$ cat src/rtl/fetch_pkg.sv
// fetch_pkg: shared widths and entry type for the instruction fetch buffer
package fetch_pkg;
  localparam int ADDR_W = 32;
  localparam int INSTR_W = 32;
  typedef struct packed {
    logic [INSTR_W-1:0] instr;
    logic [ADDR_W-1:0] pc;
  } fetch_entry_t;
  localparam logic [INSTR_W-1:0] NOP_INSTR = 32'h0;
endpackage

$ cat src/rtl/instr_fetch_buffer_if.sv
// instr_fetch_buffer_if: PC, instruction-memory and decode handshake signals of the fetch stage
interface instr_fetch_buffer_if;
  import fetch_pkg::*;
  logic [ADDR_W-1:0] PCResult;
  logic [ADDR_W-1:0] IMemAddr;
  logic [ADDR_W-1:0] PCPlus4Out;
  logic [INSTR_W-1:0] IMemData;
  logic [INSTR_W-1:0] InstrOut;
  logic FetchStall;
  logic IMemReq;
  logic Flush;
  logic InstrValid;
  logic DecodeReady;
  modport master(
    output PCResult, IMemData, Flush, DecodeReady,
    input IMemAddr, PCPlus4Out, InstrOut, FetchStall, IMemReq, InstrValid
  );
  modport slave(
    input PCResult, IMemData, Flush, DecodeReady,
    output IMemAddr, PCPlus4Out, InstrOut, FetchStall, IMemReq, InstrValid
  );
endinterface

$ cat src/rtl/fetch_fifo.sv
// fetch_fifo: synchronous FIFO with explicit count, so full and empty never alias
module fetch_fifo
  import fetch_pkg::*;
#(
  parameter int DEPTH = 4,
  parameter type T = fetch_entry_t
) (
  input  logic clk,
  input  logic rst,
  input  logic flush,
  input  logic push,
  input  logic pop,
  input  T din,
  output T dout,
  output logic [$clog2(DEPTH+1)-1:0] count
);
  localparam int AW = $clog2(DEPTH);
  localparam int CW = $clog2(DEPTH+1);
  T mem [DEPTH];
  logic [AW-1:0] rd_ptr, wr_ptr;
  assign dout = mem[rd_ptr];
  always_ff @(posedge clk) begin
    if (rst || flush) begin
      rd_ptr <= '0;
      wr_ptr <= '0;
      count <= '0;
    end else begin
      if (push) mem[wr_ptr] <= din;
      wr_ptr <= wr_ptr + AW'(push);
      rd_ptr <= rd_ptr + AW'(pop);
      count <= count + CW'(push) - CW'(pop);
    end
  end
endmodule

$ cat src/rtl/instr_fetch_buffer.sv
// instr_fetch_buffer: issues one I-mem read per cycle, queues returned words with their PC for decode
module instr_fetch_buffer
  import fetch_pkg::*;
#(
  parameter int DEPTH = 4
) (
  input logic Clk,
  input logic Reset,
  instr_fetch_buffer_if.slave bus
);
  localparam int CW = $clog2(DEPTH+1);
  logic [CW-1:0] count;
  logic inflight;
  logic [ADDR_W-1:0] inflight_pc;
  logic can_issue, push, pop;
  fetch_entry_t head, entry_in;
  // a slot is reserved at issue, so the response can always be pushed
  always_comb begin
    can_issue = !Reset && !bus.Flush && (int'(count) + int'(inflight) < DEPTH);
    push = inflight && !bus.Flush && !Reset;
    pop = bus.InstrValid && bus.DecodeReady && !bus.Flush && !Reset;
    entry_in = '{instr: bus.IMemData, pc: inflight_pc};
  end
  assign bus.IMemReq = can_issue;
  assign bus.IMemAddr = bus.PCResult;
  assign bus.FetchStall = !can_issue && !bus.Flush;
  assign bus.InstrValid = count != '0;
  assign bus.InstrOut = bus.InstrValid ? head.instr : NOP_INSTR;
  assign bus.PCPlus4Out = bus.InstrValid ? head.pc + ADDR_W'(4) : '0;
  always_ff @(posedge Clk) begin
    inflight <= can_issue;
    if (can_issue) inflight_pc <= bus.PCResult;
  end
  fetch_fifo #(.DEPTH(DEPTH), .T(fetch_entry_t)) u_fifo (
    .clk(Clk),
    .rst(Reset),
    .flush(bus.Flush),
    .push(push),
    .pop(pop),
    .din(entry_in),
    .dout(head),
    .count(count)
  );
endmodule

$ cat src/flat_wrapper.sv
// flat-port wrapper written by rule: the top's interface ports become plain ports
module instr_fetch_buffer_flat import fetch_pkg::*;
#(
  parameter int DEPTH = 4
)
  (Clk, Reset, bus_PCResult, bus_IMemData, bus_Flush, bus_DecodeReady, bus_IMemAddr, bus_PCPlus4Out, bus_InstrOut, bus_FetchStall, bus_IMemReq, bus_InstrValid);
  instr_fetch_buffer_if bus_i ();
  input logic Clk;
  input logic Reset;
  input wire logic [$bits(bus_i.PCResult)-1:0] bus_PCResult;
  input wire logic [$bits(bus_i.IMemData)-1:0] bus_IMemData;
  input wire logic [$bits(bus_i.Flush)-1:0] bus_Flush;
  input wire logic [$bits(bus_i.DecodeReady)-1:0] bus_DecodeReady;
  output wire logic [$bits(bus_i.IMemAddr)-1:0] bus_IMemAddr;
  output wire logic [$bits(bus_i.PCPlus4Out)-1:0] bus_PCPlus4Out;
  output wire logic [$bits(bus_i.InstrOut)-1:0] bus_InstrOut;
  output wire logic [$bits(bus_i.FetchStall)-1:0] bus_FetchStall;
  output wire logic [$bits(bus_i.IMemReq)-1:0] bus_IMemReq;
  output wire logic [$bits(bus_i.InstrValid)-1:0] bus_InstrValid;
  assign bus_i.PCResult = bus_PCResult;
  assign bus_i.IMemData = bus_IMemData;
  assign bus_i.Flush = bus_Flush;
  assign bus_i.DecodeReady = bus_DecodeReady;
  assign bus_IMemAddr = bus_i.IMemAddr;
  assign bus_PCPlus4Out = bus_i.PCPlus4Out;
  assign bus_InstrOut = bus_i.InstrOut;
  assign bus_FetchStall = bus_i.FetchStall;
  assign bus_IMemReq = bus_i.IMemReq;
  assign bus_InstrValid = bus_i.InstrValid;
  instr_fetch_buffer #(.DEPTH(DEPTH)) u_core (.Clk(Clk), .Reset(Reset), .bus(bus_i));
endmodule
$ cat config.mk
export PLATFORM = sky130hd
export DESIGN_NAME = instr_fetch_buffer_flat
export DESIGN_NICKNAME = d
export VERILOG_FILES = /design/src/rtl/fetch_pkg.sv /design/src/rtl/instr_fetch_buffer_if.sv /design/src/rtl/fetch_fifo.sv /design/src/rtl/instr_fetch_buffer.sv /design/src/flat_wrapper.sv
export SDC_FILE = /design/constraint.sdc
export NUM_CORES = 1
export LEC_CHECK = 0
export ABC_CLOCK_PERIOD_IN_PS = 11690
export CAP_MARGIN = 15
export CORE_MARGIN = 5
export CORE_UTILIZATION = 35
export CTS_CLUSTER_DIAMETER = 80
export CTS_CLUSTER_SIZE = 14
export DETAILED_ROUTE_END_ITERATION = 8
export PLACE_DENSITY = 0.52
export SLEW_MARGIN = 25
export SYNTH_ARGS = -nofsm -noshare
export SYNTH_HDL_FRONTEND = slang
export SYNTH_SLANG_ARGS = --single-unit
export TNS_END_PERCENT = 20
$ cat constraint.sdc
create_clock -name Clk -period 11.69 [get_ports Clk]
set_input_delay 1.169 -clock Clk [delete_from_list [all_inputs] [get_ports Clk]]
set_output_delay 1.169 -clock Clk [all_outputs]
set_load 0.01 [all_outputs]
# After elaboration in Yosys (flattened, before gate mapping)

Memories as Yosys holds them, arrays and structs flattened. A register that Yosys moved wholly into a read port is not among the register bits.
Index checks and enable logic that the tools add are counted.

Register bits after elaboration: 40
RAM bits: 256
Bits of input ports: 68
Output and inout bits: 99
Logic and storage cells: 32
Memories: 1

Memories:

| memory            | depth | bits a word | read ports | clocked after memory_dff | write ports | RTL line         | RTL |
|---|---|---|---|---|---|---|---|
| u_core.u_fifo.mem | 4     | 64          | 1          | 1                        | 1           | fetch_fifo.sv:19 | `T mem [DEPTH];` |

$add $sub $neg: 6
$lt $le $gt $ge: 1
Multiplexer cells: 6
Reduce and logical (&&, ||, !) cells: 13

Operators by type and width:

| operator              | count |
|---|---|
| $mux 32               | 2 |
| $add 32x3->32 const B | 1 |
| $lt 32x4->1 const B   | 1 |
| $logic_and 1x1->1     | 8 |
| $add 2x1->2           | 2 |
| $add 3x1->4           | 1 |
| $add 3x1->3           | 1 |
| $logic_not 1->1       | 3 |
| $mux 1                | 3 |
| $reduce_bool 3->1     | 1 |
| $sub 3x1->3           | 1 |
| $mux 2                | 1 |
| $logic_or 1x1->1      | 1 |

# Longest topological paths before layout

Gate-level depths: netlist of run 1.

Depth in word-level cells: 6
Mapped depth: 9
Mapped depth without buffers: 9

# Modules after synthesis

A second synthesis of run 1 with hierarchy kept.

Cell total of the unflattened synthesis: 605
Area, all modules: 11896.4 µm²

Modules (own cells, without submodules):

| module             | times used | cells an instance | area each (µm²) | seq. area each (µm²) |
|---|---|---|---|---|
| fetch_fifo         | 1          | 368               | 9649.3          | 7827.5 |
| instr_fetch_buffer | 1          | 237               | 2247.2          | 980.9 |

# Least setup slack after synthesis of run 1

Ideal clock, no wire load.

Path type: input to register
From: input port Reset
To: memory u_core.u_fifo.mem[1][0] (netlist bit), enable pin
Library setup time: 0.578 ns
Arrival time: 6.141 ns
Slack: 4.970 ns
Stages on the path: 3
Buffers on the path: 0
Cells stage by stage: nor2_1 nand2_1 nor3b_1

Word-level cells in the longest chain between the ends: 5
Elaborated cells on any way between the ends: 6
Those cells by class: mux: 3; reduce/logical: 3

Ends and longest elaborated chain:

| element                          | RTL line                 | RTL |
|---|---|---|
| start: declaration               | flat_wrapper.sv:9        | `input logic Reset;` |
| $logic_not 1->1                  | instr_fetch_buffer.sv:20 | `push = inflight && !bus.Flush && !Reset;` |
| $logic_and 1x1->1                | instr_fetch_buffer.sv:20 |  |
| $mux 1                           | fetch_fifo.sv:28         | `if (push) mem[wr_ptr] <= din;` |
| $mux 1 (*)                       | fetch_fifo.sv:23         | `if (rst \|\| flush) begin` |
| $mux 1 (implied by the code) (*) | fetch_fifo.sv:28         |  |
| end: declaration                 | fetch_fifo.sv:19         |  |

Mark *: on every way between the ends. The rest lies on a longest branch, timed or not.

==> results of run 1 <==
==> state kept, by name, indices dropped and copies added, names as in the netlist <==
signal / count
u_core.u_fifo.mem: 256
u_core.inflight_pc: 32
u_core.u_fifo.count: 3
u_core.u_fifo.rd_ptr: 2
u_core.u_fifo.wr_ptr: 2
u_core.inflight: 1
==> cell usage after synthesis, types with 5 or more instances <==
library cell  number  share of area [%]
or3_1              7               0.37
nand2_1           21               0.66
mux4_2            64                 12
clkbuf_1          12               0.38
nor2_1            22               0.69
xnor2_1            5               0.37
xor2_1            12               0.88
a21oi_1           12               0.51
dfxtp_1            8                1.3
o21ai_0            7               0.29
or4_1              5               0.32
and4_1             7               0.52
and3_1             6               0.32
edfxtp_1         288                 73
nand4_1            9               0.47
buf_2              6               0.25
nor3_1             6               0.25
nand3_1           15               0.63
buf_4             33                2.1
and2_1            39                2.1
or2_2              5               0.26
==> final cells by class <==
cell class | count | share of cell area (%)
Multi-Input combinational cell | 266 | 18.70
Clock inverter | 3 | 0.3246
Tap cell | 448 | 3.827
Inverter | 4 | 0.1025
Sequential cell | 296 | 60.20
Clock buffer | 43 | 4.801
Timing Repair Buffer | 177 | 12.05
==> critical path, cell delays in order, from the launching register on <==
cell,delay [ns]
dfxtp_4,0.82
buf_4,0.69
mux4_2,0.43
nand3_1,0.22
or4_4,0.64
or4_1,0.48
a21oi_1,0.26
clkdlybuf4s50_1,0.59
==> kinds of logic after synthesis <==
kind of cell	Yosys count	synth area share (%)
mux	68	12.46
compound gates	24	1.126
simple gates	152	7.305
flops	296	74.11
buf+inv	61	3.158
xor+xnor	17	1.253
fa+ha+maj	5	0.5895
==> where the power goes <==
part / switching (mW) / total [mW] / internal (mW)
Clock: 0.353 / 0.784 / 0.431
Sequential: 0.00685 / 1.18 / 1.17
Combinational: 0.0335 / 0.0753 / 0.0419
==> final timing paths <==
path / to / slack (ns) / depth (start not counted)
worst max-delay path: bus_PCPlus4Out[26] / 5.84 / 7
worst min-delay path: u_core.u_fifo.mem[1][28] / 0.49 / 0
worst max register to register: u_core.u_fifo.count[2] / 8.89 / 11
worst min register to register: u_core.u_fifo.mem[1][28] / 0.49 / 0
==> metal layers <==
layer	vias up	part of all wire, %	GRT usage [%]
met2	133	53	24.78
met3	28	4.3	2.085
met4	0	1.4	3.047
met1	3211	41	17.47
li1	2758	-	-
met5	-	0	0
==> impl_results.md, run 1 <==
- Status: complete, no violations
- Starting density of the core: 35.45%
- Worst-path fanout max: 34
- Layout area overhead: 23.21%
- Chip Width: 194.3 um
- Clock Tree Root: clkbuf_16
- DRC marker count from the first detailed-route iteration: 341
- Fmax: 170.9 MHz
- Final Max Tran Viols: 0
- Crit path required time: 10.52 ns
- Post-synthesis sequential area ratio: 74.11%
- Ys flop type: edfxtp_1
- Commonest non-fill, non-tap cell in the layout: edfxtp_1
- Buffers on Ports: 166
- Mapped Area: 11890 um^2
- Worst setup margin: 5.838 ns
- Antenna-violating nets left: 0
- Num CTS Buffers: 25
- # H-tree levels: 1
- DR pass1 iterations: 4
- CP Class: register to primary output
- Final #Nets: 843
- Vias in the first global route: 6677
- Post-CTS setup buffer count: 0
- Synthesized area per cell: 19.08 um^2
- CTS max path bufs: 3
- Area occupied by multi-input gates: 2739 um^2
- Post_cts resized: 0
- Place WS: 6.287 ns
- Vias: 6130
- Setup violators final: 0
- Clock skew: 0.01438 ns
- Post-detail-place hpwl: 16.87 mm
- Post-route DRC: 0
- Yosys reg bits: 296
- Ys async rst share: 0%
- Slew @ Worst Pin: 1.037 ns
- Synthesized net count: 696
- FP Rows: 67
- Share of post-route cells with drive strength above 1: 15.21%
- Hold_ws: 0.4902 ns
- Die ar.: 37750 um^2
- Core Area: 33530 um^2
- Post-Synthesis Cells: 623
- Placed cells: 1191
- CTS tree: done
- EDFF count, synth: 288
- Largest net degree at the start of global routing: 66
- Most frequent cells in the layout: 288 x edfxtp_1, 166 x clkdlybuf4s50_1, 64 x mux4_2
- Pwr dens: 139.2 nW/um^2
- Initial antenna violation count: 0
- First-pass GRT wire length: 40.50 mm
- GRT Residual Overflow: 0
- N_diodes: 0
- IO Pins: 167
- Worst VDD drop: 0.00008911 V
- Hold WC Path Type: register to register
- Routed WL: 26.44 mm
- Total Routing Usage GR: 13.69%
- Worst Setup Start Kind: register
- GP Congestion: 0.8630
- Reg clk slew, reported paths: 0.07 ns
- Warnings from Yosys: 0
- Max-cap violations: 0
- Library cells used by synthesis: 37
- Reg-to-Reg Start: u_core.u_fifo.count[1]
- DR WL/cell: 21.37 um
- Register Area: 8816 um^2
- Post-route clock period utilization: 50.06%
- Final-report hold violation count: 0
- Final Critical Period: 5.852 ns
- Worst setup EP type: primary output
- Tot Pwr: 2.038 mW
- Vias per Instance: 4.956
- Hold-fix buffers, CTS: 0
- Clock Sinks: 296
- Critical path arrival: 4.68 ns
- Post-Layout Cell Count: 1237
- Fillers: 2925
- Max_slew headroom: 30.88%
- Core Util, Final: 43.68%
- Critical Path Start: u_core.u_fifo.rd_ptr[0]
- Placement Cell Area: 13890 um^2
- Post-route cell area: 14650 um^2
- Clk Latency, worst-skew pair: 0.52 ns
- Static Leak: 4.473 nW
- Min-delay src: u_core.inflight_pc[28]
- Unrepaired setup endpoints after global routing: false
- Setup TNS: 0 ns
- Die Y: 194.3 um
Power figures use the tool's default switching activity.
==> run 2: changes to the inputs <==
--- a/config.mk
+++ b/config.mk
@@ -5,7 +5,7 @@
 export SDC_FILE = /design/constraint.sdc
 export NUM_CORES = 1
 export LEC_CHECK = 0
-export ABC_CLOCK_PERIOD_IN_PS = 11690
+export ABC_CLOCK_PERIOD_IN_PS = 5640
 export CAP_MARGIN = 15
 export CORE_MARGIN = 5
 export CORE_UTILIZATION = 35
==> constraint.sdc (replaced) <==
create_clock -name Clk -period 5.64 [get_ports Clk]
set_input_delay 0.564 -clock Clk [delete_from_list [all_inputs] [get_ports Clk]]
set_output_delay 0.564 -clock Clk [all_outputs]
set_load 0.01 [all_outputs]
==> run 2 against run 1 <==
  * Routed wire length is 1.3% higher
  * Non-clock buffer count is 1 higher
  * Setup slack worse by 4.8 ns
  * Total power up 100%
  * Die area unchanged
  * Cell count unchanged
  * Design area decreased by 0.23%
  * Highest routed layer unchanged
==> impl_results.md, run 2 (same netlist as run 1, synthesis figures left out) <==
- Status: complete, no violations
- N_diodes: 0 (unchanged)
- Final Max Tran Viols: 0 (unchanged)
- Post-CTS setup buffer count: 0 (unchanged)
- Pwr dens: 284.3 nW/um^2 (+100%)
- Post-route DRC: 0 (unchanged)
- Final-report hold violation count: 0 (unchanged)
- Clk Latency, worst-skew pair: 0.52 ns (about the same)
- Fmax: 217.7 MHz
- Largest reg by FF count: u_core.u_fifo.mem
- Static Leak: 4.460 nW (-0.30%)
- Reg clk slew, reported paths: 0.07 ns (about the same)
- Initial antenna violation count: 0 (unchanged)
- Total Routing Usage GR: 13.95% (+0.26 points)
- Num CTS Buffers: 25 (unchanged)
- Clock Sinks: 296 (unchanged)
- Commonest non-fill, non-tap cell in the layout: edfxtp_1
- GP Congestion: 0.8231 (-4.6%)
- Worst Hold Depth: 0 (unchanged)
- Vias per Instance: 4.962 (+0.13%)
- Share of post-route cells with drive strength above 1: 15.08% (-0.13 points)
- Hold-fix buffers, CTS: 0 (unchanged)
- Fillers: 2970 (+1.5%)
- Layout area overhead: 22.93%
- Most frequent cells in the layout: 288 x edfxtp_1, 166 x clkdlybuf4s50_1, 64 x mux4_2
- Vias in the first global route: 6693 (+0.24%)
- IO Pins: 167 (unchanged)
- Post-detail-place hpwl: 17.26 mm (+2.3%)
- DR pass1 iterations: 5 (+1)
- Final Critical Period: 4.594 ns
- Placed cells: 1192 (+0.084%)
- Largest register FFs: 256 (unchanged)
- Top Registers: u_core.u_fifo.mem (256), u_core.inflight_pc (32), u_core.u_fifo.count (3)
- CP max stage delay: 0.78 ns (-0.04 ns)
- Post-Layout Cell Count: 1237 (unchanged)
- Critical path arrival: 4.03 ns (-0.65 ns)
- Core Area: 33530 um^2 (unchanged)
- Setup violators final: 0 (unchanged)
- Buffers on Ports: 166 (unchanged)
- Max_slew headroom: 46.83% (+16 points)
- Worst setup EP type: primary output
- Final #Nets: 844 (+0.12%)
- Unrepaired setup endpoints after global routing: false
- CTS max path bufs: 3 (unchanged)
- Hold WC Path Type: register to register
- Post-route clock period utilization: 81.45%
- Die Y: 194.3 um (unchanged)
- # H-tree levels: 1 (unchanged)
- Chip Width: 194.3 um (unchanged)
- FP Rows: 67 (unchanged)
- Largest net degree at the start of global routing: 45 (-32%)
- GRT Residual Overflow: 0 (unchanged)
- Post_cts resized: 0 (unchanged)
- Clock skew: 0.01671 ns (+0.002332 ns)
- First-pass GRT wire length: 40.90 mm (+0.97%)
- Routed WL: 26.78 mm (+1.3%)
- Slew @ Worst Pin: 0.7958 ns (-0.2410 ns)
- Worst-path fanout max: 34 (unchanged)
- Die ar.: 37750 um^2 (unchanged)
- Starting density of the core: 35.45% (unchanged)
- Worst Setup Start Kind: register
- DR WL/cell: 21.65 um (+1.3%)
- Max-cap violations: 0 (unchanged)
- Core Util, Final: 43.57% (-0.10 points)
- R2R depth: 11 (unchanged)
- Critical Path, Cell by Cell: mux4_2, and3_1, nand4_1, or4_1, mux2i_1, clkdlybuf4s50_1
- Vias: 6138 (+0.13%)
- Crit path required time: 5.08 ns (-5.44 ns)
- DRC marker count from the first detailed-route iteration: 383 (+12%)
- Antenna-violating nets left: 0 (unchanged)
- Clock Tree Root: clkbuf_16
- Slowest CP cell: dfxtp_4
- Worst VDD drop: 0.0001834 V (+110%)
- CP Class: register to primary output
- CTS tree: done
run 2: cell count changes in the layout (fill, tap and decap cells not counted):
cell       delta
buf_4         +1
bufinv_16     -1
clkbuf_1      +1
clkbuf_8      -1
clkinv_2      +1
clkinv_4      -1
inv_6         -1
inv_8         +1
run 2: path summary, 6_finish.rpt:
kind / end / slack, ns / start
setup / recovery: bus_PCPlus4Out[25] / 1.05 / u_core.u_fifo.rd_ptr[0]
hold / removal: u_core.u_fifo.mem[3][13] / 0.49 / u_core.inflight_pc[13]
setup reg to reg: u_core.u_fifo.count[2] / 2.84 / u_core.u_fifo.count[1]
hold reg to reg: u_core.u_fifo.mem[3][13] / 0.49 / u_core.inflight_pc[13]
run 2: where the power goes:
group          switching [mW]  internal, mW
Clock                   0.720         0.834
Combinational          0.0698        0.0868
Sequential             0.0138          2.43
run 2: layer usage:
layer  wire length (um)  share of wire [%]  up-vias  global-route usage (%)
met4                659                2.5        0                   3.802
met2              13950                 52      162                   24.91
met1              10990                 41     3189                   17.61
met3               1174                4.4       37                   2.415
li1                   -                  -     2750                       -
met5                  0                  0        -                       0
run 2: layout make-up:
| class | count | area, um^2 | area share (%) |
|---|---|---|---|
| Sequential cell | 296 | 8816 | 60.34 |
| Multi-Input combinational cell | 266 | 2739 | 18.74 |
| Timing Repair Buffer | 178 | 1772 | 12.13 |
| Clock buffer | 43 | 693.2 | 4.744 |
| Tap cell | 448 | 560.5 | 3.836 |
| Clock inverter | 2 | 16.27 | 0.1113 |
| Inverter | 4 | 15.01 | 0.1028 |
run 2: through the flow:
stage / total power, mW / setup slack (ns) / hold WS [ns] / area (um^2) / TNS, ns
global placement: 2.646 / 1.572 / 0.4661 / 13870 / 0
CTS: 4.219 / 0.9978 / 0.4917 / 14610 / 0
floorplan: 2.549 / -0.4746 / 0.4587 / 11890 / -66.56
detailed placement: 2.651 / 1.568 / 0.4872 / 13900 / 0
global route: 4.319 / 0.8134 / 0.5114 / 14610 / 0
finish: 4.154 / 1.046 / 0.4911 / 14610 / 0
run 2: critical path, delay by kind of cell, from the launching register on:
family / cells / cell delay (ns)
multiplexers: 2 / 0.75
buffers and inverters: 1 / 0.62
flip-flops: 1 / 0.78
AND/OR/NAND/NOR: 3 / 1.32
==> run 3: changes to the inputs <==
--- a/config.mk
+++ b/config.mk
@@ -5,7 +5,7 @@
 export SDC_FILE = /design/constraint.sdc
 export NUM_CORES = 1
 export LEC_CHECK = 0
-export ABC_CLOCK_PERIOD_IN_PS = 5640
+export ABC_CLOCK_PERIOD_IN_PS = 4700
 export CAP_MARGIN = 15
 export CORE_MARGIN = 5
 export CORE_UTILIZATION = 35
==> constraint.sdc (replaced) <==
create_clock -name Clk -period 4.7 [get_ports Clk]
set_input_delay 0.47 -clock Clk [delete_from_list [all_inputs] [get_ports Clk]]
set_output_delay 0.47 -clock Clk [all_outputs]
set_load 0.01 [all_outputs]
==> run 3 against run 2 <==
  * Flip-flop and latch count did not move
  * First-iteration DRC count fell by 13%
  * Hold slack got worse by 0.0093 ns
  * Die area did not move
  * Critical path type unchanged
  * Largest cell class unchanged
==> impl_results.md, run 3 (same netlist as run 1, synthesis figures left out) <==
- Status: complete, no violations
- Fmax: 227.6 MHz
- GR Util met2: 25.39% (+0.48 points)
- Die Y: 194.3 um (unchanged)
- GRT Residual Overflow: 0 (unchanged)
- CP Class: register to primary output
- First-pass GRT wire length: 41.10 mm (+0.51%)
- Core Util, Final: 43.66% (+0.082 points)
- Final Max Tran Viols: 0 (unchanged)
- Register Area: 8816 um^2 (unchanged)
- M1 GR Usage: 17.46% (-0.16 points)
- Top Registers: u_core.u_fifo.mem (256), u_core.inflight_pc (32), u_core.u_fifo.count (3)
- Die ar.: 37750 um^2 (unchanged)
- Worst setup EP type: primary output
- GP Congestion: 0.8022 (-2.5%)
- Worst Setup Start Kind: register
- Fillers: 2992 (+0.74%)
- Worst VDD drop: 0.0002175 V (+19%)
- Vias: 6167 (+0.47%)
- # H-tree levels: 1 (unchanged)
- Final Critical Period: 4.393 ns
- DRC marker count from the first detailed-route iteration: 335 (-13%)
- Clock Tree Root: clkbuf_16
- Hold Path Sink: u_core.u_fifo.mem[0][13]
- Most frequent cells in the layout: 288 x edfxtp_1, 166 x clkdlybuf4s50_1, 64 x mux4_2
- Met3 GRT Util: 2.276% (-0.14 points)
- Starting density of the core: 35.45% (unchanged)
- Antenna-violating nets left: 0 (unchanged)
- Vias in the first global route: 6795 (+1.5%)
- CTS max path bufs: 3 (unchanged)
- Routed WL: 26.98 mm (+0.75%)
- Area occupied by multi-input gates: 2739 um^2 (unchanged)
- Reg-to-Reg Start: u_core.u_fifo.count[1]
- Max-cap violations: 0 (unchanged)
- Placement Cell Area: 13930 um^2 (+0.20%)
- Final-report hold violation count: 0 (unchanged)
- Slew @ Worst Pin: 0.8825 ns (+0.08667 ns)
- Critical Path, Cell by Cell: mux4_2, nand3_1, or4_4, or4_1, a21oi_1, clkdlybuf4s50_1
- Worst setup margin: 0.3069 ns (-0.7392 ns)
- FP Rows: 67 (unchanged)
- CTS tree: done
- Hold WC Path Type: register to register
- Total Routing Usage GR: 13.97% (+0.020 points)
- GR peak layer: met2
- Buf/Inv on CP: 1 (unchanged)
- Post-CTS setup buffer count: 0 (unchanged)
- IO Pins: 167 (unchanged)
- Initial antenna violation count: 0 (unchanged)
- Worst r2r dst: u_core.u_fifo.count[2]
- Worst-path fanout max: 36 (+5.9%)
- Largest register FFs: 256 (unchanged)
- Core Area: 33530 um^2 (unchanged)
- Vias per Instance: 4.977 (+0.31%)
- Post_cts resized: 0 (unchanged)
- Chip Width: 194.3 um (unchanged)
- Place WS: 0.8002 ns (-0.7678 ns)
- DR WL/cell: 21.77 um (+0.59%)
- Post-route cell area: 14640 um^2 (+0.19%)
- Hold-fix buffers, CTS: 0 (unchanged)
- DR pass1 iterations: 4 (-1)
- Pwr dens: 340.1 nW/um^2 (+20%)
- Post-detail-place hpwl: 17.85 mm (+3.4%)
- Worst Hold Depth: 0 (unchanged)
- Layout area overhead: 23.16%
- Buffers on Ports: 166 (unchanged)
- Reg clk slew, reported paths: 0.07 ns (about the same)
- Worst path top cell family by delay: simple AND/OR/NAND/NOR gates
- Unrepaired setup endpoints after global routing: false
- Largest net degree at the start of global routing: 43 (-4.4%)
- Commonest non-fill, non-tap cell in the layout: edfxtp_1
- Num CTS Buffers: 25 (unchanged)
- Max_slew headroom: 40.91% (-5.9 points)
- Final #Nets: 846 (+0.24%)
- Clk Latency, worst-skew pair: 0.51 ns (about the same)
- R2R depth: 10 (-1)
- N_diodes: 0 (unchanged)
- Reg2reg setup slack: 1.96 ns (-0.88 ns)
- Clock skew: 0.01316 ns (-0.003548 ns)
- Post-route clock period utilization: 93.47%
- Crit path required time: 4.23 ns (-0.85 ns)
- Clock Sinks: 296 (unchanged)
- Post-route DRC: 0 (unchanged)
- Critical path arrival: 3.92 ns (-0.11 ns)
- CP max stage delay: 0.73 ns (-0.05 ns)
- Min-delay src: u_core.inflight_pc[13]
- Static Leak: 4.473 nW (+0.30%)
- Largest reg by FF count: u_core.u_fifo.mem
- Slowest CP cell: dfxtp_4
- Setup violators final: 0 (unchanged)
- Share of post-route cells with drive strength above 1: 15.30% (+0.21 points)
[run 3: cell types whose count changed in the layout (fill, tap and decap cells not counted)]
cell,before,now
buf_12,0,1
buf_4,11,12
[run 3: report_power, final]
part,switching (mW),leakage [nW],internal (mW)
Clock,0.859,0.339,1.00
Combinational,0.0838,1.46,0.104
Sequential,0.0158,2.67,2.91
Total,0.959,4.47,4.02
[run 3: worst max path at each step]
stage | startpoint | cells past startpoint | endpoint
finish | u_core.u_fifo.rd_ptr[1] | 6 | bus_PCPlus4Out[26]
floorplan | Reset | 3 | u_core.u_fifo.mem[1][0]
global route | u_core.u_fifo.rd_ptr[0] | 7 | bus_PCPlus4Out[28]
CTS | u_core.u_fifo.rd_ptr[1] | 6 | bus_PCPlus4Out[26]
detailed placement | u_core.u_fifo.rd_ptr[1] | 6 | bus_PCPlus4Out[26]
global placement | u_core.u_fifo.rd_ptr[1] | 6 | bus_PCPlus4Out[25]
[run 3: layer usage]
| layer | wire (um) | up-vias |
|---|---|---|
| li1 | - | 2771 |
| met1 | 11190 | 3211 |
| met2 | 14120 | 144 |
| met3 | 1127 | 41 |
| met4 | 535 | 0 |
| met5 | 0 | - |
[run 3: per-stage QoR]
stage | setup TNS, ns | instances | hold WS [ns] | total power [mW]
after floorplan | -229.00 | 623 | 0.4587 | 3.058
after global placement | 0 | 1193 | 0.4734 | 3.175
after detailed placement | 0 | 1194 | 0.4834 | 3.180
after CTS | 0 | 1239 | 0.4876 | 5.051
after global routing | 0 | 1239 | 0.5138 | 5.173
final | 0 | 1239 | 0.4818 | 4.978
[run 3: final cells by class]
type,instances,share of cell area (%)
Clock buffer,43,4.735
Clock inverter,2,0.1111
Inverter,4,0.1026
Multi-Input combinational cell,266,18.71
Sequential cell,296,60.22
Tap cell,448,3.829
Timing Repair Buffer,180,12.29
